$ cat src/rtl/arm_ctrl_pkg.sv
// ----------------------------------------------------------------------------
// arm_ctrl_pkg
// Shared definitions for the ARM issue-stage control slice:
//   - instruction mode constants (MODE_ALU / MODE_MEM / MODE_BR)
//   - ALU opcode constants and the single LDR/STR opcode
//   - EXE_* ALU command encodings (4 bits, zero-extended at the top level)
//   - issue FSM state enum
//   - ctrl_word_t: the control word carried across the ID/EX boundary
// ----------------------------------------------------------------------------
package arm_ctrl_pkg;

   // Instruction mode field
   localparam logic [1:0] MODE_ALU = 2'b00;
   localparam logic [1:0] MODE_MEM = 2'b01;
   localparam logic [1:0] MODE_BR  = 2'b10;

   // Data-processing opcodes (mode 00)
   localparam logic [3:0] OP_AND = 4'b0000;
   localparam logic [3:0] OP_EOR = 4'b0001;
   localparam logic [3:0] OP_SUB = 4'b0010;
   localparam logic [3:0] OP_ADD = 4'b0100;
   localparam logic [3:0] OP_ADC = 4'b0101;
   localparam logic [3:0] OP_SBC = 4'b0110;
   localparam logic [3:0] OP_TST = 4'b1000;
   localparam logic [3:0] OP_CMP = 4'b1010;
   localparam logic [3:0] OP_ORR = 4'b1100;
   localparam logic [3:0] OP_MOV = 4'b1101;
   localparam logic [3:0] OP_MVN = 4'b1111;

   // The only legal opcode in mode 01; S selects LDR (1) or STR (0)
   localparam logic [3:0] OP_LDST = 4'b0100;

   // ALU command encodings
   localparam logic [3:0] EXE_NOP = 4'b0000;
   localparam logic [3:0] EXE_MOV = 4'b0001;
   localparam logic [3:0] EXE_ADD = 4'b0010;
   localparam logic [3:0] EXE_ADC = 4'b0011;
   localparam logic [3:0] EXE_SUB = 4'b0100;
   localparam logic [3:0] EXE_SBC = 4'b0101;
   localparam logic [3:0] EXE_AND = 4'b0110;
   localparam logic [3:0] EXE_ORR = 4'b0111;
   localparam logic [3:0] EXE_EOR = 4'b1000;
   localparam logic [3:0] EXE_MVN = 4'b1001;

   typedef enum logic [0:0] {
      IDLE     = 1'b0,
      MEM_WAIT = 1'b1
   } state_t;

   typedef struct packed {
      logic [3:0] exe_cmd;
      logic       s_update;
      logic       branch;
      logic       mem_w_en;
      logic       mem_r_en;
      logic       wb_en;
   } ctrl_word_t;

   localparam ctrl_word_t CTRL_NOP = '0;

   // A word that touches memory must hold the pipe until mem_ack
   function automatic logic is_mem_op(input ctrl_word_t w);
      return w.mem_r_en | w.mem_w_en;
   endfunction

endpackage

$ cat src/rtl/arm_ctrl_issue_decode.sv
// ----------------------------------------------------------------------------
// arm_ctrl_issue_decode
// Purely combinational decode of mode/opcode/S into an execute control word.
// Ports:
//   mode    in  2   instruction mode field
//   opcode  in  4   instruction opcode field
//   s_in    in  1   instruction S bit
//   word    out     decoded control word (all zero when illegal)
//   illegal out 1   instruction cannot be decoded
// ----------------------------------------------------------------------------
module arm_ctrl_issue_decode
   import arm_ctrl_pkg::*;
(
   input  logic [1:0] mode,
   input  logic [3:0] opcode,
   input  logic       s_in,
   output ctrl_word_t word,
   output logic       illegal
);

   always_comb begin
      word    = CTRL_NOP;
      illegal = 1'b0;
      case (mode)
         MODE_ALU: begin
            word.wb_en    = 1'b1;
            word.s_update = s_in;
            case (opcode)
               OP_MOV: word.exe_cmd = EXE_MOV;
               OP_MVN: word.exe_cmd = EXE_MVN;
               OP_ADD: word.exe_cmd = EXE_ADD;
               OP_ADC: word.exe_cmd = EXE_ADC;
               OP_SUB: word.exe_cmd = EXE_SUB;
               OP_SBC: word.exe_cmd = EXE_SBC;
               OP_AND: word.exe_cmd = EXE_AND;
               OP_ORR: word.exe_cmd = EXE_ORR;
               OP_EOR: word.exe_cmd = EXE_EOR;
               // Compare/test only set flags: no writeback, S forced on
               OP_CMP: begin
                  word.exe_cmd  = EXE_SUB;
                  word.wb_en    = 1'b0;
                  word.s_update = 1'b1;
               end
               OP_TST: begin
                  word.exe_cmd  = EXE_AND;
                  word.wb_en    = 1'b0;
                  word.s_update = 1'b1;
               end
               default: begin
                  word    = CTRL_NOP;
                  illegal = 1'b1;
               end
            endcase
         end
         MODE_MEM: begin
            if (opcode == OP_LDST) begin
               // Address is base + offset for both directions
               word.exe_cmd = EXE_ADD;
               if (s_in) begin
                  word.mem_r_en = 1'b1;
                  word.wb_en    = 1'b1;
               end else begin
                  word.mem_w_en = 1'b1;
               end
            end else begin
               illegal = 1'b1;
            end
         end
         MODE_BR: begin
            word.exe_cmd = EXE_NOP;
            word.branch  = 1'b1;
         end
         default: illegal = 1'b1;
      endcase
   end

endmodule

$ cat src/rtl/arm_ctrl_issue.sv
// ----------------------------------------------------------------------------
// arm_ctrl_issue
// ID/EX control stage: decodes the ID instruction, registers the control word
// into EX (latency 1), inserts bubbles for flush/hazard/illegal, and holds the
// front end while an LDR/STR waits for mem_ack (optional timeout -> mem_err).
//
// Optional feature: define CTRL_ILLEGAL_TRAP_EN to make the first illegal
// instruction set a sticky illegal_trap that bubbles everything and stalls
// the front end until reset. Without it illegal_trap is tied 0.
//
// Ports:
//   clk, rst_n            clock, asynchronous active-low reset
//   instr_valid           ID instruction present
//   mode, opcode, s_in    instruction fields
//   hazard, flush         bubble requests (flush has priority)
//   mem_ack               outstanding memory access completes
//   exe_cmd, s_update, branch, mem_w_en, mem_r_en, wb_en   registered controls
//   ctrl_valid            EX control word valid
//   illegal               one-cycle pulse for an undecodable issued slot
//   stall_out             freeze PC and IF/ID (combinational)
//   mem_req               memory access outstanding
//   mem_err               sticky timeout flag
//   illegal_trap          sticky trap (feature-dependent)
// ----------------------------------------------------------------------------
module arm_ctrl_issue
   import arm_ctrl_pkg::*;
#(
   parameter  int EXE_CMD_W   = 4,
   parameter  int MEM_TIMEOUT = 15,
   localparam int CNT_W       = ($clog2(MEM_TIMEOUT + 1) < 1) ? 1 : $clog2(MEM_TIMEOUT + 1)
)(
   input  logic                 clk,
   input  logic                 rst_n,
   input  logic                 instr_valid,
   input  logic [1:0]           mode,
   input  logic [3:0]           opcode,
   input  logic                 s_in,
   input  logic                 hazard,
   input  logic                 flush,
   input  logic                 mem_ack,
   output logic [EXE_CMD_W-1:0] exe_cmd,
   output logic                 s_update,
   output logic                 branch,
   output logic                 mem_w_en,
   output logic                 mem_r_en,
   output logic                 wb_en,
   output logic                 ctrl_valid,
   output logic                 illegal,
   output logic                 stall_out,
   output logic                 mem_req,
   output logic                 mem_err,
   output logic                 illegal_trap
);

   ctrl_word_t       dec_word;
   logic             dec_illegal;

   state_t           state_reg,   state_next;
   logic [CNT_W-1:0] cnt_reg,     cnt_next;
   ctrl_word_t       word_reg,    word_next;
   logic             valid_reg,   valid_next;
   logic             illegal_reg, illegal_next;
   logic             mem_req_reg, mem_req_next;
   logic             mem_err_reg, mem_err_next;
   logic             trap_active;
   logic             timeout_hit;

   arm_ctrl_issue_decode u_decode (
      .mode    (mode),
      .opcode  (opcode),
      .s_in    (s_in),
      .word    (dec_word),
      .illegal (dec_illegal)
   );

   // The wait cycle about to complete is the MEM_TIMEOUT-th one
   assign timeout_hit = (MEM_TIMEOUT != 0) && ((int'(cnt_reg) + 1) == MEM_TIMEOUT);

   always_comb begin
      state_next   = state_reg;
      cnt_next     = cnt_reg;
      word_next    = CTRL_NOP;
      valid_next   = 1'b0;
      illegal_next = 1'b0;
      mem_err_next = mem_err_reg;
      case (state_reg)
         IDLE: begin
            // A trapped core stays put; every slot is a bubble
            if (!trap_active && instr_valid && !flush && !hazard) begin
               if (dec_illegal) begin
                  illegal_next = 1'b1;
               end else begin
                  word_next  = dec_word;
                  valid_next = 1'b1;
                  if (is_mem_op(dec_word)) begin
                     state_next = MEM_WAIT;
                     cnt_next   = '0;
                  end
               end
            end
         end
         MEM_WAIT: begin
            // The access is committed: flush/hazard have no effect here.
            cnt_next = cnt_reg + CNT_W'(1);
            if (mem_ack) begin
               // Ack wins over a coincident timeout
               state_next = IDLE;
            end else if (timeout_hit) begin
               state_next   = IDLE;
               mem_err_next = 1'b1;
            end else begin
               word_next  = word_reg;
               valid_next = 1'b1;
            end
         end
         default: state_next = IDLE;
      endcase
      mem_req_next = (state_next == MEM_WAIT);
   end

   always_ff @(posedge clk or negedge rst_n) begin
      if (!rst_n) begin
         state_reg   <= IDLE;
         cnt_reg     <= '0;
         word_reg    <= CTRL_NOP;
         valid_reg   <= 1'b0;
         illegal_reg <= 1'b0;
         mem_req_reg <= 1'b0;
         mem_err_reg <= 1'b0;
      end else begin
         state_reg   <= state_next;
         cnt_reg     <= cnt_next;
         word_reg    <= word_next;
         valid_reg   <= valid_next;
         illegal_reg <= illegal_next;
         mem_req_reg <= mem_req_next;
         mem_err_reg <= mem_err_next;
      end
   end

`ifdef CTRL_ILLEGAL_TRAP_EN
   logic trap_reg;

   // Set on the same edge that launches the first illegal pulse
   always_ff @(posedge clk or negedge rst_n) begin
      if (!rst_n) begin
         trap_reg <= 1'b0;
      end else if (illegal_next) begin
         trap_reg <= 1'b1;
      end
   end

   assign trap_active = trap_reg;
`else
   assign trap_active = 1'b0;
`endif

   assign exe_cmd      = EXE_CMD_W'(word_reg.exe_cmd);
   assign s_update     = word_reg.s_update;
   assign branch       = word_reg.branch;
   assign mem_w_en     = word_reg.mem_w_en;
   assign mem_r_en     = word_reg.mem_r_en;
   assign wb_en        = word_reg.wb_en;
   assign ctrl_valid   = valid_reg;
   assign illegal      = illegal_reg;
   assign mem_req      = mem_req_reg;
   assign mem_err      = mem_err_reg;
   assign illegal_trap = trap_active;
   assign stall_out    = (state_reg == MEM_WAIT) || trap_active;

endmodule
$ cat config.mk
export PLATFORM = sky130hd
export DESIGN_NAME = arm_ctrl_issue
export DESIGN_NICKNAME = d
export VERILOG_FILES = /design/src/rtl/arm_ctrl_pkg.sv /design/src/rtl/arm_ctrl_issue_decode.sv /design/src/rtl/arm_ctrl_issue.sv
export SDC_FILE = /design/constraint.sdc
export NUM_CORES = 1
export LEC_CHECK = 0
export CORE_UTILIZATION = 50
export CTS_BUF_LIST = sky130_fd_sc_hd__clkbuf_4
export DETAILED_ROUTE_END_ITERATION = 16
export PLACE_DENSITY = 0.83
export SLEW_MARGIN = 5
export SYNTH_ARGS = -nofsm -noshare
export SYNTH_HDL_FRONTEND = slang
export SYNTH_SLANG_ARGS = --single-unit
$ cat constraint.sdc
create_clock -name clk -period 3.35 [get_ports clk]
set_input_delay 0.67 -clock clk [delete_from_list [all_inputs] [get_ports clk]]
set_output_delay 0.67 -clock clk [all_outputs]
set_load 0.01 [all_outputs]
Yosys cells after proc, flatten, opt, wreduce, memory -nomap -nowiden
Index checks and enable logic that the tools add are counted.
{"block": "totals", "reg_bits": 17, "out_inout_bits": 15, "word_cells": 81}
{"block": "classes", "n_addsub": 2, "n_eq_ne": 17, "n_mux": 35, "bitwise_logic": 3, "reduce_logical": 13}
{"op": "$mux 9", "n": 4}
{"op": "$pmux 4 s9", "n": 1}
{"op": "$eq 4x4->1 const B", "n": 5}
{"op": "$pmux 9 s2", "n": 1}
{"op": "$mux 1", "n": 16}
{"op": "$pmux 4 s2", "n": 2}
{"op": "$eq 4x3->1 const B", "n": 3}
{"op": "$mux 4", "n": 3}
{"op": "$reduce_or 11->1", "n": 1}
{"op": "$reduce_or 9->1", "n": 1}
{"op": "$ne 2x2->1 const B", "n": 3}
{"op": "$pmux 1 s2", "n": 3}
{"op": "$pmux 3 s2", "n": 1}
{"op": "$reduce_and 3->1", "n": 2}
{"op": "$reduce_or 2->1", "n": 3}
{"op": "$add 4x1->5 const B", "n": 1}
{"op": "$eq 5x4->1 const B", "n": 1}
{"op": "$add 4x1->4 const B", "n": 1}
{"op": "$eq 4x1->1 const B", "n": 1}
{"op": "$eq 4x2->1 const B", "n": 1}
{"op": "$logic_not 4->1", "n": 1}
{"op": "$mux 2", "n": 2}
{"op": "$mux 3", "n": 1}
{"op": "$ne 3x2->1 const B", "n": 1}
{"op": "8 further kinds", "n": 11}

Logic depth before layout (Yosys ltp)
Gate-level depths: netlist of run 1.
{"block": "logic_depth", "word_depth": 9, "depth_mapped": 7, "mapped_depth_nobuf": 6}

By module
Synthesis of run 1 repeated with hierarchy kept, for this count alone.
{"block": "unflattened", "cells_unflattened": 106, "hier_area_um2": 1101.1}
{"module": "arm_ctrl_issue", "instances": 1, "seq_area_each_um2": 425.4, "cells_each": 66, "area_per_inst_um2": 819.5}
{"module": "arm_ctrl_issue_decode", "instances": 1, "seq_area_each_um2": 0.0, "cells_each": 40, "area_per_inst_um2": 281.5}

Worst setup path before layout of run 1
Ideal clock, no wire load.
{"block": "synth_path", "path_kind": "input to register", "start": "in opcode[1]", "end": "reg cnt_reg[0]", "arrival_time_ns": 1.722, "path_stages": 5, "setup_ns": 0.125, "required_time_ns": 3.225, "path_slack_ns": 1.503, "path_cell_list": "buf_6 -> or3_4 -> nor3_4 -> a21oi_2 -> mux2_4"}
{"block": "synth_between", "elab_chain_len": 6, "elab_cells_between_ends": 21, "classes_between": "eq/ne: 12; mux: 5; bitwise: 1; reduce/logical: 3"}
{"element": "start: declaration", "line_no": "arm_ctrl_issue.sv:36", "text": "input logic [3:0] opcode,"}
{"element": "$eq 4x4->1, or another cell as far along", "line_no": "arm_ctrl_issue_decode.sv:28", "text": "case (opcode)"}
{"element": "$reduce_or 11->1 (no source line) / $mux 3 (equally long branches)"}
{"element": "$mux 1 / $pmux 3 s2 (equally long branches)", "line_no": "arm_ctrl_issue_decode.sv:28, arm_ctrl_issue_decode.sv:24"}
{"element": "$pmux 1 s3 / $or 1x1->1 (equally long branches)", "line_no": "arm_ctrl_issue_decode.sv:24, arm_ctrl_pkg.sv:63"}
{"element": "$ne 2x2->1 (no source line)"}
{"element": "$reduce_and 3->1 (no source line) (*)"}
{"element": "end signal: assignment", "line_no": "arm_ctrl_issue.sv:132", "text": "cnt_reg <= cnt_next;"}
{"element": "end: declaration", "line_no": "arm_ctrl_issue.sv:59", "text": "logic [CNT_W-1:0] cnt_reg, cnt_next;"}
Every way passes the cells marked *; elsewhere a longest branch is shown, timed or not.
A chain may end at the register's enable or synchronous reset.

Worst setup path in the final report of run 1
{"block": "layout_path", "start": "in opcode[0]", "end": "reg cnt_reg[0]"}
Same word-level chain as after synthesis.

==> results.toml, run 1 <==
[synthesis]
netlist_area_mm2 = 0.001013
synth_top_cell_by_area = "dfrtp_1"
syn_nets = 113
synth-simple-area-share_pct = 18.52
synthTopCellsByArea = "dfrtp_1 (42%), a22o_1 (5.2%), a32o_1 (4.0%)"
synth-adder-area-share_pct = 2.469
synth.distinct_cells = 43
synth_compound_area_share_pct = 25.31
syn_area_per_cell_um2 = 10.34
synth_cells = 98
synth_top_area_share_pct = 41.98
ys_seq_area_share_pct = 41.98
synth_top_family_by_area = "compound AO/OA/AOI/OAI gates"
synth-seq-cells = 17
yosysWarnings = 0
synth_xor_area_share_pct = 3.457
synth.area.mux_share_pct = 1.481

[clock_network]
cts_num_sinks = 17
cts_root_buffer = "clkbuf_4"
post_cts_buffers = 0
clock_latency_ns = 0.28
htree_levels = 1
cts-hold-fix-buffers = 0
numCtsBuffers = 3
ctsResizeCount = 0
clk_pin_slew_worst_paths_ns = 0.10
tritoncts = "done"
cts_buffer_depth = 2

[power_and_ir_drop]
power.switching_mw = 0.09920
p_sw_share_pct = 25.23
power_frac_clock_pct = 29.7
finalPower_mw = 0.3931
internal_power_mw = 0.2939
power_density_mw_per_mm2 = 306.0
p_leak_nw = 0.5492
irDropWorstVdd_mv = 0.2861
seq_power_share_pct = 54.3
combPwrFrac_pct = 16.0

[setup_path]
crit_required_ns = 3.53
cp_top_family = "simple AND/OR/NAND/NOR gates"
end_kind = "flip-flop"
crit_fanout = 13
arrival_ns = 2.43
cp_num_buf_inv = 1
crit_path_start_kind = "input port"
slowest_delay_ns = 0.63
crit_slowest_cell = "clkdlybuf4s50_1"
criticalPathCategory = "in -> reg"
cp_cell_sequence = "clkdlybuf4s50_1 > or3_4 > nor3_4 > a21oi_2 > mux2_4"

[cells_and_area]
layout.nets = 136
drive_gt1_share_pct = 10.00
layout_commonest_cell = "clkdlybuf4s50_1"
final_area_mm2 = 0.001285
antenna_cells = 0
final_cell_mix = "clkdlybuf4s50_1 (26), dfrtp_1 (17), nand2_1 (7)"
fillers = 150
syn_to_final_growth_pct = 26.79

[routing]
drt_iter0_drc = 23
drc = 0
first_pass_iters = 4
dr_total_vias = 830
drtAntennaViolNets = 0
via_per_inst = 5.724
drt-total-wl_mm = 2.143
wire_per_inst_um = 14.78

[worst_hold_path]
hold_path_class = "reg -> reg"

[timing]
rsz0062_at_grt = "no"
setup_viol_count_final = 0
tns_ns = 0
final.min_clock_period_ns = 2.246
slew_viol_final = 0
clock.fmax_ghz = 0.4451
fin_crit_sh_pct = 67.06
tightestPinTransition_ns = 0.9548
finClkSkew_ns = 0.007439
slew_headroom_pct = 36.18
hold_viol = 0

[die]
dieHeight_um = 47.02
dieArea_mm2 = 0.002211
pin_count = 28
core_mm2 = 0.001821
initial_utilization_pct = 55.67
num_rows = 15
die_x_um = 47.02

[placement]
io_buffer_count = 26
dpl.hpwl_mm = 1.638
place_area_mm2 = 0.001255
gp_congestion = 0.7802

[global_route]
grtUsageTotal_pct = 22.24
grt_max_degree = 18
gr-total-overflow = 0
antenna_found_initial = 0
grt_pass1_wl_mm = 3.415
grt_pass1_vias = 819

[outcome]
status = "finished clean"

[flow_run]
max_cap_viol_count = 0
layer usage:
layer  track usage, %  vias to the layer above  routed length [um]
met5                0                        -                   0
met4            8.000                        0                  18
met3            3.462                        2                  42
met2            38.61                       19                1100
met1            27.95                      406                 982
li1                 -                      403                   -
Yosys cell counts, drive strengths merged:
| cell type | n |
|---|---|
| a21boi | 1 |
| nand2b | 4 |
| clkinv | 1 |
| dfrtp | 17 |
| o2bb2ai | 2 |
| buf | 7 |
| o31ai | 1 |
| nor3b | 1 |
| o22ai | 1 |
| xor2 | 2 |
| or2b | 1 |
| conb | 1 |
| a2111oi | 1 |
| nor2 | 4 |
| or3 | 2 |
| nor2b | 1 |
| a21bo | 1 |
| a21oi | 6 |
| a22o | 6 |
| o21ai | 4 |
| nor4b | 1 |
| nand3b | 2 |
| a32o | 4 |
| o21bai | 1 |
| o22a | 1 |
| nand3 | 1 |
| nand2 | 7 |
| clkbuf | 1 |
| and4b | 1 |
| mux2 | 1 |
| a21o | 1 |
| inv | 3 |
| nor3 | 3 |
| ha | 2 |
| a211oi | 2 |
| a32oi | 1 |
| xnor2 | 2 |
area by class of cell:
class,instances,area (um2),area share (%)
inverters,4,15.01,1.168
multi-input cells,69,523.0,40.70
repair buffers,26,260.3,20.25
well taps,25,31.28,2.434
clock buffers,4,30.03,2.337
flip-flops and latches,17,425.4,33.11
power by group through the flow:
stage | Combinational, mW | Sequential [mW] | Clock (mW)
2_1_floorplan | 0.0333 | 0.218 | 0
3_3_place_gp | 0.0602 | 0.218 | 0
3_5_place_dp | 0.0628 | 0.218 | 0
4_1_cts | 0.0632 | 0.214 | 0.121
5_1_grt | 0.0693 | 0.214 | 0.129
6_report | 0.0630 | 0.214 | 0.117
cell families (layout without fill, tap and decap cells):
logic type / after synthesis / in the layout
AOI/OAI and AO/OA: 33 / 33
and+or+nand+nor: 28 / 28
DFF: 17 / 17
buffers and inverters: 12 / 34
xor gates and xnor gates: 4 / 4
adders and majority gates: 2 / 2
other: 1 / 1
muxes: 1 / 1
metrics by stage:
stage	hold WS (ns)	setup slack (ns)	cells	utilization [%]
5_1_grt	0.5146	1.031	145	70.58
2_1_floorplan	0.3744	1.503	98	-
3_3_place_gp	0.4624	0.8890	141	68.93
4_1_cts	0.4968	1.143	145	70.58
6_report	0.4879	1.104	145	70.58
3_5_place_dp	0.4723	0.8342	141	68.93
path summary, 6_finish.rpt:
path / start / end / slack [ns] / cells after the start
setup / recovery: opcode[0] / cnt_reg[0] / 1.10 / 5
hold / removal: mem_err / mem_err / 0.49 / 1
setup reg to reg: cnt_reg[0] / exe_cmd[1] / 1.23 / 4
hold reg to reg: mem_err / mem_err / 0.49 / 1
max in group asynchronous: rst_n / exe_cmd[1] / 2.05 / 1
min in group asynchronous: rst_n / mem_w_en / 0.82 / 1
No activity file was read; power rests on OpenSTA's default activity.
==> run 2: changes to the inputs <==
- CORE_UTILIZATION: 50 -> 49
- PLACE_DENSITY: 0.83 -> 0.81
- clock period: 3.35 -> 2.15 ns (I/O delays scaled with it)
==> results.toml, run 2 (same netlist as run 1, synthesis figures left out) <==
[cells_and_area]
final_cell_mix = "clkdlybuf4s50_1 (26), dfrtp_1 (17), buf_4 (8)"
multiInputGateArea_um2 = 523.0
fillers = 175
fin_cells = 155
layout.nets = 144
syn_to_final_growth_pct = 32.72
drive_gt1_share_pct = 15.63
layout_commonest_cell = "clkdlybuf4s50_1"
antenna_cells = 0
seqCellArea_um2 = 425.4

[die]
dieHeight_um = 47.48
dieArea_mm2 = 0.002254
num_rows = 16
core_mm2 = 0.001962
initial_utilization_pct = 51.66
pin_count = 28
die_x_um = 47.48

[global_route]
grt_pass1_wl_mm = 3.629
grt_max_degree = 13
grt_pass1_vias = 759
gr-total-overflow = 0
antenna_found_initial = 0
grtUsageTotal_pct = 23.52

[setup_path]
cp_cell_sequence = "clkdlybuf4s50_1"
criticalPathCategory = "reg -> out"
end_kind = "output port"
crit_path_start_kind = "flip-flop"
cp_num_buf_inv = 1
crit_required_ns = 1.72
ff2ff_path_depth = 5
cp_top_family = "buffers and inverters"
crit_fanout = 11
crit_slowest_cell = "clkdlybuf4s50_1"
crit_cells = 1
arrival_ns = 1.48
slowest_delay_ns = 0.62

[routing]
drtAntennaViolNets = 0
drt_iter0_drc = 22
drc = 0
first_pass_iters = 4
drt-total-wl_mm = 2.322
wire_per_inst_um = 14.98
dr_total_vias = 872
via_per_inst = 5.626

[timing]
clock.fmax_ghz = 0.5225
setup_viol_count_final = 0
fin_crit_sh_pct = 89.02
finClkSkew_ns = 0.003983
hold_viol = 0
rsz0062_at_grt = "no"
tns_ns = 0
slew_viol_final = 0
final.min_clock_period_ns = 1.914

[clock_network]
cts_root_buffer = "clkbuf_4"
htree_levels = 1
clk_pin_slew_worst_paths_ns = 0.11
clock_latency_ns = 0.30
cts_num_sinks = 17
numCtsBuffers = 3
cts_buffer_depth = 2
tritoncts = "done"
post_cts_buffers = 0
cts-hold-fix-buffers = 0
ctsResizeCount = 0

[placement]
dpl.hpwl_mm = 1.759
dp_cells = 151
io_buffer_count = 26
gp_congestion = 0.8201

[outcome]
status = "finished clean"

[power_and_ir_drop]
irDropWorstVdd_mv = 0.3405
p_leak_nw = 0.5878
power_density_mw_per_mm2 = 458.9

[worst_hold_path]
hold_path_class = "in -> async"

[flow_run]
max_cap_viol_count = 0
[run 2: changes by cell type in the layout (fill, tap and decap cells not counted), sizes merged]
cell and change:
buf +8, clkbuf -1, clkinv +1
[run 2: final cells by class]
| class | instances | area share, % |
|---|---|---|
| clock inverters | 1 | 0.3721 |
| multi-input cells | 69 | 38.88 |
| clock buffers | 3 | 1.674 |
| well taps | 27 | 2.512 |
| repair buffers | 34 | 23.81 |
| inverters | 4 | 1.116 |
| flip-flops and latches | 17 | 31.63 |
[run 2: through the flow]
| stage | hold slack, ns | utilization, % | area (um2) | power, mW | worst slack, ns |
|---|---|---|---|---|---|
| finish | 0.4421 | 68.56 | 1345 | 0.6172 | 0.2360 |
| global route | 0.4562 | 68.56 | 1345 | 0.6448 | 0.1456 |
| CTS | 0.4439 | 68.56 | 1345 | 0.6211 | 0.2407 |
| detailed placement | 0.4665 | 67.16 | 1318 | 0.4455 | 0.09258 |
| global placement | 0.4652 | 67.16 | 1318 | 0.4421 | 0.1570 |
| floorplan | 0.1344 | - | 1013 | 0.3909 | 0.5427 |
[run 2: power breakdown]
group / switching [mW] / internal (mW) / leakage [nW]
logic: 0.0509 / 0.0548 / 0.334
clock network: 0.108 / 0.0694 / 0.0177
registers: 0.00842 / 0.325 / 0.236
total: 0.168 / 0.450 / 0.588
[run 2: worst paths after layout]
check,start,endpoint,slack [ns]
setup / recovery,mem_req,mem_req,0.24
hold / removal,rst_n,wb_en,0.44
setup reg to reg,cnt_reg[0],mem_w_en,0.43
hold reg to reg,mem_err,mem_err,0.50
max in group asynchronous,rst_n,mem_w_en,1.21
min in group clk,mem_err,mem_err,0.50
[run 2: per-layer routing]
layer | global-route usage [%] | share of wire [%] | vias up
met5 | 0 | 0 | -
met4 | 6.857 | 0.69 | 0
met3 | 4.528 | 3.7 | 3
met2 | 40.27 | 52 | 32
met1 | 30.05 | 43 | 419
li1 | - | - | 418
